$ cat src/rtl/nubus_pkg.sv
// Shared definitions for the NuBus card-local memory arbiter.
//   state_t   : access sequencer states
//   OWN_*     : grant owner encoding
//   WORD_MASK : clears the byte-offset bits of a byte address
package nubus_pkg;

  typedef enum logic [1:0] {
    IDLE   = 2'd0,
    ACCESS = 2'd1,
    RDWAIT = 2'd2,
    ACK    = 2'd3
  } state_t;

  localparam logic OWN_NUB = 1'b0;
  localparam logic OWN_CPU = 1'b1;

  localparam logic [31:0] WORD_MASK = 32'hFFFF_FFFC;

endpackage

$ cat src/rtl/nubus_memarb_pick.sv
// Winner selection and CPU starvation counter.
//   i_clk     : clock, rising edge
//   i_rst     : synchronous active-high reset, clears the starvation count
//   i_nub_req : NuBus request
//   i_cpu_req : CPU request
//   i_grant   : a grant is being made this cycle to o_owner
//   o_owner   : winner if a grant were made now (OWN_NUB / OWN_CPU)
module nubus_memarb_pick
  import nubus_pkg::*;
#(
  parameter int CPU_STARVE_MAX = 4
) (
  input  logic i_clk,
  input  logic i_rst,
  input  logic i_nub_req,
  input  logic i_cpu_req,
  input  logic i_grant,
  output logic o_owner
);

  logic [3:0] r_cnt;
  logic       w_cnt_full;
  logic       w_cpu_wins;

  assign w_cnt_full = (r_cnt == 4'(CPU_STARVE_MAX));
  // NuBus normally wins a tie; the CPU takes the tie once it has been
  // passed over CPU_STARVE_MAX times in a row.
  assign w_cpu_wins = i_cpu_req && (!i_nub_req || w_cnt_full);
  assign o_owner    = w_cpu_wins ? OWN_CPU : OWN_NUB;

  always_ff @(posedge i_clk) begin
    if (i_rst) begin
      r_cnt <= '0;
    end else if (i_grant) begin
      if (w_cpu_wins || !i_cpu_req) begin
        r_cnt <= '0;
      end else if (!w_cnt_full) begin
        r_cnt <= r_cnt + 4'd1;
      end
    end
  end

endmodule

$ cat src/rtl/nubus_memarb.sv
// Card-local memory arbiter between the NuBus slave path and the CPU port.
// Each access runs grant -> one-cycle mem_en -> read-latency wait -> ack.
//   nub_clkn, nub_reset          : clock and synchronous active-high reset
//   nub_req/write/addr/wdata     : NuBus-side request, held until nub_ack
//   nub_ack, nub_rdata           : NuBus completion pulse and read data
//   cpu_req/write/addr/wdata     : CPU request, held until cpu_ack
//   cpu_ack, cpu_rdata           : CPU completion pulse and read data
//   mem_en, mem_write_o, mem_addr_o, mem_wdata_o, mem_rdata_i : memory macro
module nubus_memarb
  import nubus_pkg::*;
#(
  parameter int RD_LAT         = 1,
  parameter int CPU_STARVE_MAX = 4
) (
  input  logic        nub_clkn,
  input  logic        nub_reset,
  input  logic        nub_req,
  input  logic [3:0]  nub_write,
  input  logic [31:0] nub_addr,
  input  logic [31:0] nub_wdata,
  output logic        nub_ack,
  output logic [31:0] nub_rdata,
  input  logic        cpu_req,
  input  logic [3:0]  cpu_write,
  input  logic [31:0] cpu_addr,
  input  logic [31:0] cpu_wdata,
  output logic        cpu_ack,
  output logic [31:0] cpu_rdata,
  output logic        mem_en,
  output logic [3:0]  mem_write_o,
  output logic [31:0] mem_addr_o,
  output logic [31:0] mem_wdata_o,
  input  logic [31:0] mem_rdata_i
);

  state_t      r_state;
  logic        r_owner;
  logic [3:0]  r_write;
  logic [2:0]  r_lat;

  logic        w_grant;
  logic        w_owner;
  logic [3:0]  w_write;
  logic [31:0] w_addr;
  logic [31:0] w_wdata;

  assign w_grant = (r_state == IDLE) && (nub_req || cpu_req);
  assign w_write = (w_owner == OWN_CPU) ? cpu_write : nub_write;
  assign w_addr  = (w_owner == OWN_CPU) ? cpu_addr  : nub_addr;
  assign w_wdata = (w_owner == OWN_CPU) ? cpu_wdata : nub_wdata;

  nubus_memarb_pick #(
    .CPU_STARVE_MAX (CPU_STARVE_MAX)
  ) u_pick (
    .i_clk     (nub_clkn),
    .i_rst     (nub_reset),
    .i_nub_req (nub_req),
    .i_cpu_req (cpu_req),
    .i_grant   (w_grant),
    .o_owner   (w_owner)
  );

  always_ff @(posedge nub_clkn) begin
    if (nub_reset) begin
      r_state     <= IDLE;
      r_owner     <= OWN_NUB;
      r_write     <= '0;
      r_lat       <= '0;
      mem_en      <= 1'b0;
      mem_write_o <= '0;
      mem_addr_o  <= '0;
      mem_wdata_o <= '0;
      nub_ack     <= 1'b0;
      cpu_ack     <= 1'b0;
      nub_rdata   <= '0;
      cpu_rdata   <= '0;
    end else begin
      // Strobes and acks are single-cycle pulses; only the state that
      // raises them re-asserts them.
      mem_en      <= 1'b0;
      mem_write_o <= '0;
      nub_ack     <= 1'b0;
      cpu_ack     <= 1'b0;
      case (r_state)
        IDLE: begin
          if (w_grant) begin
            // mem_addr_o/mem_wdata_o double as the registered request and
            // stay put until the next grant, so later request changes are
            // ignored.
            r_owner     <= w_owner;
            r_write     <= w_write;
            mem_en      <= 1'b1;
            mem_write_o <= w_write;
            mem_addr_o  <= w_addr & WORD_MASK;
            mem_wdata_o <= w_wdata;
            r_state     <= ACCESS;
          end
        end
        ACCESS: begin
          if (r_write != 4'b0000) begin
            nub_ack <= (r_owner == OWN_NUB);
            cpu_ack <= (r_owner == OWN_CPU);
            r_state <= ACK;
          end else begin
            r_lat   <= 3'(RD_LAT);
            r_state <= RDWAIT;
          end
        end
        RDWAIT: begin
          r_lat <= r_lat - 3'd1;
          // r_lat==1 is the cycle the counter reaches zero: read data is
          // valid RD_LAT cycles after mem_en.
          if (r_lat == 3'd1) begin
            if (r_owner == OWN_CPU) cpu_rdata <= mem_rdata_i;
            else                    nub_rdata <= mem_rdata_i;
            nub_ack <= (r_owner == OWN_NUB);
            cpu_ack <= (r_owner == OWN_CPU);
            r_state <= ACK;
          end
        end
        ACK: begin
          r_state <= IDLE;
        end
        default: r_state <= IDLE;
      endcase
    end
  end

endmodule

$ cat config.mk
export PLATFORM = sky130hd
export DESIGN_NAME = nubus_memarb
export DESIGN_NICKNAME = d
export VERILOG_FILES = /design/src/rtl/nubus_pkg.sv /design/src/rtl/nubus_memarb_pick.sv /design/src/rtl/nubus_memarb.sv
export SDC_FILE = /design/constraint.sdc
export NUM_CORES = 1
export LEC_CHECK = 0
export CORE_MARGIN = 8
export CORE_UTILIZATION = 36
export CTS_CLUSTER_SIZE = 40
export DETAILED_ROUTE_END_ITERATION = 6
export GPL_TIMING_DRIVEN = 1
export HOLD_SLACK_MARGIN = 0.15
export PLACE_DENSITY = 0.73
export SLEW_MARGIN = 20
export SYNTH_ARGS = -nofsm -noshare
export SYNTH_HDL_FRONTEND = slang
export SYNTH_SLANG_ARGS = --single-unit
$ cat constraint.sdc
create_clock -name nub_clkn -period 1.4 [get_ports nub_clkn]
set_input_delay 0.21 -clock nub_clkn [delete_from_list [all_inputs] [get_ports nub_clkn]]
set_output_delay 0.21 -clock nub_clkn [all_outputs]
set_load 0.01 [all_outputs]
==> impl_metrics.yaml, run 1 <==
routing:
  viasPerCell: 5.09
  drtIter0Drc: 276
  dr_wl_met3_um: 1820
  firstDrtPassIters: 4
  highest-signal-layer: "met5"
  ant_nets: 0
  wl_per_cell_um: 20.1
  m1WireLength_um: 10000
  num_vias: 6654
  routed_wl_um: 26300
  drc: 0
  dr_wl_met2_um: 13500
floorplanning:
  coreArea_mm2: 0.0166
  ios: 307
  start_util_pct: 36.9
  die_h_um: 146
  num_rows: 47
  die_x_um: 146
  die_area_mm2: 0.0214
synthesis:
  syn_area_per_cell_um2: 8.37
  synthDistinctLibCells: 37
  synth_edf_count: 0
  synth_top_cell_by_area: "dfxtp_1"
  synth_area_leaders: "dfxtp_1 48%, nand2_1 12%, a21oi_1 11%, a211oi_2 11%, nor2_1 4.7%"
  async_flop_share_pct: 0
  yosysWarnings: 0
  syn-cell-area_mm2: 0.00612
  synth-compound-area-share_pct: 24.8
  synthFlopType: "dfxtp_1"
  synth_top_family_by_area: "compound AO/OA/AOI/OAI gates"
  synth_cells: 732
  synth_seq_area_share_pct: 48.0
  synth_fa_ha_area_share_pct: 1.43
  synthMuxAreaShare_pct: 0.817
  synth-xor-area-share_pct: 0.286
  synth_simple_gate_area_share_pct: 19.1
  synth_top_cell_area_share_pct: 48.0
  ys_ff_latch: 147
place:
  dpl.hpwl_um: 16400
  routabilityCongestion: 0.814
  pre_cts_slack_ns: -0.414
  io_buffers: 300
  dp_cells: 1238
  placed_cell_area_mm2: 0.00964
global_routing:
  grt_overflow: 0
  grt_pass1_vias: 6693
  grt_max_degree: 51
  globalRouteTotalUtil_pct: 21.9
  grt_pass1_wl_um: 37400
  antenna_found_initial: 1
clock_tree:
  cts_inserted_buffers: 17
  clk_latency_ns: 0.42
  htreeDepth: 4
  clockBufferDepth: 2
  clockRootBuffer: "clkbuf_16"
  clock-sinks: 147
  tritoncts: "built"
  clkTransAtPathRegs_ns: 0.07
worst_setup_path:
  rrSetupSlack_ns: -0.18
  cp_num_buf_inv: 3
  worstPathRequired_ns: 1.75
  slowest_stage: "dfxtp_2"
  cp-start-kind: "flop"
  cpPeakStageDelay_ns: 0.32
  crit_chain: "inv_2 > ha_4 > nand3b_4 > a21boi_4 > buf_4 > buf_6 > a21oi_1 > a211oi_2"
  crit_family: "compound AO/OA/AOI/OAI gates"
  cp.arrival_ns: 1.93
  crit_path_end_kind: "flop"
  crit_path_max_fanout: 10
  setup.worst_path.class: "reg -> reg"
status:
  status: "finished, violations left"
  failed_checks: "setup timing"
sta:
  fin_crit_ns: 1.58
  setup_viol: 126
  setup_tns_ns: -11.79
  fin_worst_skew_ns: 0.0124
  finalHoldViolations: 0
  fmax_mhz: 633
  post-route-period-util_pct: 113
  slew_violations: 0
  rsz0062_at_grt: "true"
  setup_ws_ns: -0.181
job:
  cap_violations: 0
finish:
  stdcell_area_mm2: 0.0116
  areaGrowthSynthToFinish_pct: 89.9
  final-instance-count-excl-fill: 1307
  layout_commonest_cell: "clkdlybuf4s50_1"
  layout-drive-gt1-share_pct: 34.5
  mostFrequentLayoutCells: "166 x clkdlybuf4s50_1, 140 x dfxtp_1, 133 x dlygate4sd2_1, 113 x nand2_1, 73 x nor2_1"
  fill_cells: 1242
  nNetsFinal: 1252
power_and_ir_drop:
  peakVddDrop_v: 0.00105
  power.density_mw_per_mm2: 1480
  p_leak_nw: 4.95
  power_mw: 17.2
worst_hold_path:
  hold_class: "in -> reg"
==> per-layer routing <==
metal | vias to the layer above | track usage, %
li1 | 3174 | -
met1 | 3158 | 24.1
met2 | 260 | 37.6
met3 | 60 | 7.35
met4 | 2 | 10.3
met5 | - | 0
==> final timing paths <==
kind                                 from                     endpoint  cells past startpoint
max          u_pick.r_cnt[0]$_SDFFE_PP0P_  mem_wdata_o[1]$_SDFFE_PP0P_                      8
min                          nub_addr[20]  mem_addr_o[20]$_SDFFE_PP0P_                      3
max reg2reg  u_pick.r_cnt[0]$_SDFFE_PP0P_  mem_wdata_o[1]$_SDFFE_PP0P_                      8
min reg2reg    cpu_rdata[26]$_SDFFE_PP0P_   cpu_rdata[26]$_SDFFE_PP0P_                      2
==> state kept, by name (all words and copies together) (netlist names) <==
| name | flops |
|---|---|
| nub_ack | 1 |
| mem_wdata_o | 32 |
| u_pick.r_cnt | 4 |
| r_write | 4 |
| r_state | 2 |
| cpu_rdata | 32 |
| r_lat | 3 |
| r_owner | 1 |
| mem_write_o | 4 |
| mem_addr_o | 30 |
| mem_en | 1 |
| nub_rdata | 32 |
| cpu_ack | 1 |
==> cells in the mapped netlist (3+ instances only) <==
library cell	count
nand2_1	197
dfxtp_1	147
a21oi_1	131
nor2_1	76
a211oi_2	52
clkbuf_1	29
buf_2	21
a211oi_1	14
ha_1	7
inv_1	7
buf_6	6
mux2i_1	5
nor3_1	5
nand2b_1	4
buf_4	3
==> kinds of logic (layout without fill, tap and decap cells) <==
kind of cell	count (synthesis)	after routing
AO/OA/AOI/OAI	209	210
XOR/XNOR	2	2
adder cells (fa/ha/maj)	7	7
buffers and inverters	67	416
flip-flops	147	147
multiplexers	5	5
other	1	3
AND/OR/NAND/NOR	294	297
==> cell type report <==
cell class / count / area [um2] / area share, %
clock buffers: 17 / 425 / 3.66
well taps: 220 / 275 / 2.37
clock inverters: 15 / 194 / 1.67
repair buffers: 377 / 3880 / 33.4
flip-flops and latches: 147 / 2950 / 25.4
inverters: 7 / 31.3 / 0.269
multi-input cells: 523 / 3860 / 33.2
diodes: 1 / 2.50 / 0.0215
==> worst min-delay path, cell delays in order <==
cell and delay [ns]:
clkdlybuf4s50_1 0.39, nand2_1 0.05, a211oi_1 0.05
==> per-stage QoR <==
| step | hold slack (ns) | util (%) |
|---|---|---|
| 3_5_place_dp | 0.445 | 58.1 |
| 2_1_floorplan | 0.346 | - |
| 3_3_place_gp | 0.441 | 58.1 |
| 5_1_grt | 0.345 | 70.1 |
| 4_1_cts | 0.323 | 64.0 |
| 6_report | 0.337 | 70.1 |
==> timing repair <==
item	4_1_cts	5_1_grt
hold buffers	1	0
buffers inserted	12	10
hold endpoints to repair	3	0
gates cloned	10	9
pin swaps	41	113
endpoints found under the setup margin	272	143
resized for setup	200	218
==> power by group <==
part	leakage [nW]	total [mW]	internal, mW	switching, mW
Sequential	1.21	5.58	5.08	0.502
Combinational	3.45	6.78	3.20	3.57
Clock	0.293	4.84	2.85	1.99
(Power assumes the default switching activity.)
==> run 2, diff against run 1 <==
--- a/config.mk
+++ b/config.mk
@@ -12,6 +12,7 @@
 export GPL_TIMING_DRIVEN = 1
 export HOLD_SLACK_MARGIN = 0.15
 export PLACE_DENSITY = 0.73
+export REMOVE_ABC_BUFFERS = 1
 export SLEW_MARGIN = 20
 export SYNTH_ARGS = -nofsm -noshare
 export SYNTH_HDL_FRONTEND = slang
==> impl_metrics.yaml, run 2 (synthesis gave the netlist of run 1 again) <==
status:
  status: "finished, violations left"
  failed_checks: "setup timing"
finish:
  areaGrowthSynthToFinish_pct: 94.5
  layout-drive-gt1-share_pct: 36.7
  nNetsFinal: 1261
  mostFrequentLayoutCells: "166 x clkdlybuf4s50_1, 141 x dfxtp_1, 133 x dlygate4sd2_1, 99 x nand2_1, 75 x a21oi_2"
  layout_commonest_cell: "clkdlybuf4s50_1"
  largest_registers: "cpu_rdata: 32 flops, mem_wdata_o: 32 flops, nub_rdata: 32 flops"
  diodes: 0
  stdcell_area_mm2: 0.0119
place:
  placed_cell_area_mm2: 0.00968
  dpl.hpwl_um: 16900
  routabilityCongestion: 0.829
  io_buffers: 300
  pre_cts_slack_ns: -0.374
sta:
  fin_crit_ns: 1.68
  hold_slack_ns: 0.336
  fmax_mhz: 595
  setup_viol: 136
  post-route-period-util_pct: 120
  finalHoldViolations: 0
  setup_ws_ns: -0.280
  slew_violations: 0
  rsz0062_at_grt: "true"
  fin_worst_skew_ns: 0.0131
worst_setup_path:
  worstPathRequired_ns: 1.76
  cpPeakStageDelay_ns: 0.33
  reg2reg_depth: 9
  cp_num_buf_inv: 4
  crit_family: "buffers and inverters"
  crit_path_max_fanout: 8
  cp.depth: 9
  crit_chain: "inv_2 > ha_4 > nand3b_1 > buf_4 > nor2_4 > buf_12 > buf_16 > nand2_2 > a21oi_2"
  cp-start-kind: "flop"
  r2r-start: "r_lat[1]$_SDFFE_PP0P_"
  rrSetupSlack_ns: -0.28
  cp.arrival_ns: 2.04
  setup.worst_path.class: "reg -> reg"
  rr_endpoint: "cpu_rdata[31]$_SDFFE_PP0P_"
  slowest_stage: "dfxtp_2"
  cp-endpoint: "cpu_rdata[31]$_SDFFE_PP0P_"
  startpoint: "r_lat[1]$_SDFFE_PP0P_"
  crit_path_end_kind: "flop"
routing:
  drc: 0
  routed_wl_um: 28900
  firstDrtPassIters: 4
  drtIter0Drc: 366
  wl_per_cell_um: 22.0
  viasPerCell: 5.26
  num_vias: 6911
  ant_nets: 0
clock_tree:
  cts_inserted_buffers: 17
  clkTransAtPathRegs_ns: 0.08
  clockRootBuffer: "clkbuf_16"
  htreeDepth: 4
  clockBufferDepth: 2
  tritoncts: "built"
  clock-sinks: 147
  clk_latency_ns: 0.44
floorplanning:
  die_h_um: 146
  num_rows: 47
  start_util_pct: 36.9
  die_x_um: 146
  die_area_mm2: 0.0214
  coreArea_mm2: 0.0166
  ios: 307
power_and_ir_drop:
  p_leak_nw: 5.14
  peakVddDrop_v: 0.000986
  power_mw: 17.5
  power.density_mw_per_mm2: 1470
global_routing:
  globalRouteTotalUtil_pct: 23.4
  grt_pass1_wl_um: 39500
  grt_pass1_vias: 6939
  grt_max_degree: 38
  grt_overflow: 0
  antenna_found_initial: 0
job:
  cap_violations: 0
worst_hold_path:
  hold_class: "in -> reg"
  min_path_cells: 3
## run 2: cell types whose count changed in the layout (fill, tap and decap cells not counted), sizes merged
cell | before | now
buf | 72 | 79
or2 | 5 | 2
bufbuf | 0 | 2
clkinvlp | 3 | 1
clkinv | 3 | 7
inv | 13 | 14
diode | 1 | 0
bufinv | 3 | 0
a21bo | 3 | 2
clkbuf | 22 | 26
## run 2: final cells by class
| class | count | area (um2) |
|---|---|---|
| flip-flops and latches | 147 | 2950 |
| clock buffers | 17 | 425 |
| multi-input cells | 519 | 3930 |
| repair buffers | 390 | 4160 |
| clock inverters | 15 | 144 |
| inverters | 7 | 28.8 |
| fillers | 1165 | 4670 |
| well taps | 220 | 275 |
## run 2: report_power, final
part | switching [mW] | total (mW) | internal [mW]
registers | 0.495 | 5.57 | 5.08
logic | 3.83 | 7.42 | 3.59
clock network | 2.13 | 4.48 | 2.35
## run 2: worst reg2reg max path: stages, from the launching register on
cell	delay (ns)
dfxtp_2	0.33
inv_2	0.08
ha_4	0.13
nand3b_1	0.13
buf_4	0.18
nor2_4	0.19
buf_12	0.15
buf_16	0.14
nand2_2	0.07
a21oi_2	0.21
## run 2: repair_timing
| item | 4_1_cts | 5_1_grt |
|---|---|---|
| gates cloned | 11 | 11 |
| hold endpoints to repair | 2 | 0 |
| pin swaps | 57 | 113 |
| gates resized for setup | 257 | 204 |
| buffers inserted | 18 | 11 |
| setup endpoints to repair | 276 | 142 |
| hold buffers | 1 | 0 |
## run 2: worst min-delay path by stage
stage                                           from                           end  slack (ns)
after detailed placement  nub_rdata[19]$_SDFFE_PP0P_    nub_rdata[19]$_SDFFE_PP0P_        0.45
after global placement    nub_rdata[18]$_SDFFE_PP0P_    nub_rdata[18]$_SDFFE_PP0P_        0.44
after global routing                    nub_addr[21]   mem_addr_o[21]$_SDFFE_PP0P_        0.34
final                                   nub_addr[21]   mem_addr_o[21]$_SDFFE_PP0P_        0.34
after CTS                              nub_wdata[31]  mem_wdata_o[31]$_SDFFE_PP0P_        0.32
after floorplan                            nub_reset   mem_addr_o[10]$_SDFFE_PP0P_        0.27
## run 2: per-stage QoR
| step | setup TNS (ns) | std cells | utilization, % |
|---|---|---|---|
| 6_report | -15.74 | 1315 | 71.8 |
| 4_1_cts | -12.04 | 1303 | 66.1 |
| 5_1_grt | -23.93 | 1315 | 71.8 |
| 3_5_place_dp | -28.89 | 1243 | 58.3 |
| 3_3_place_gp | -24.11 | 1243 | 58.3 |
| 2_1_floorplan | -112.60 | 673 | - |
## run 2: layer usage
metal | GRT usage (%) | share of wire [%] | wire (um) | up-vias
met5 | 0 | 0 | 0 | -
met4 | 13.0 | 4.8 | 1400 | 0
met3 | 5.96 | 6.6 | 1900 | 92
met2 | 39.7 | 50 | 14400 | 280
met1 | 26.5 | 39 | 11200 | 3343
li1 | - | - | - | 3196
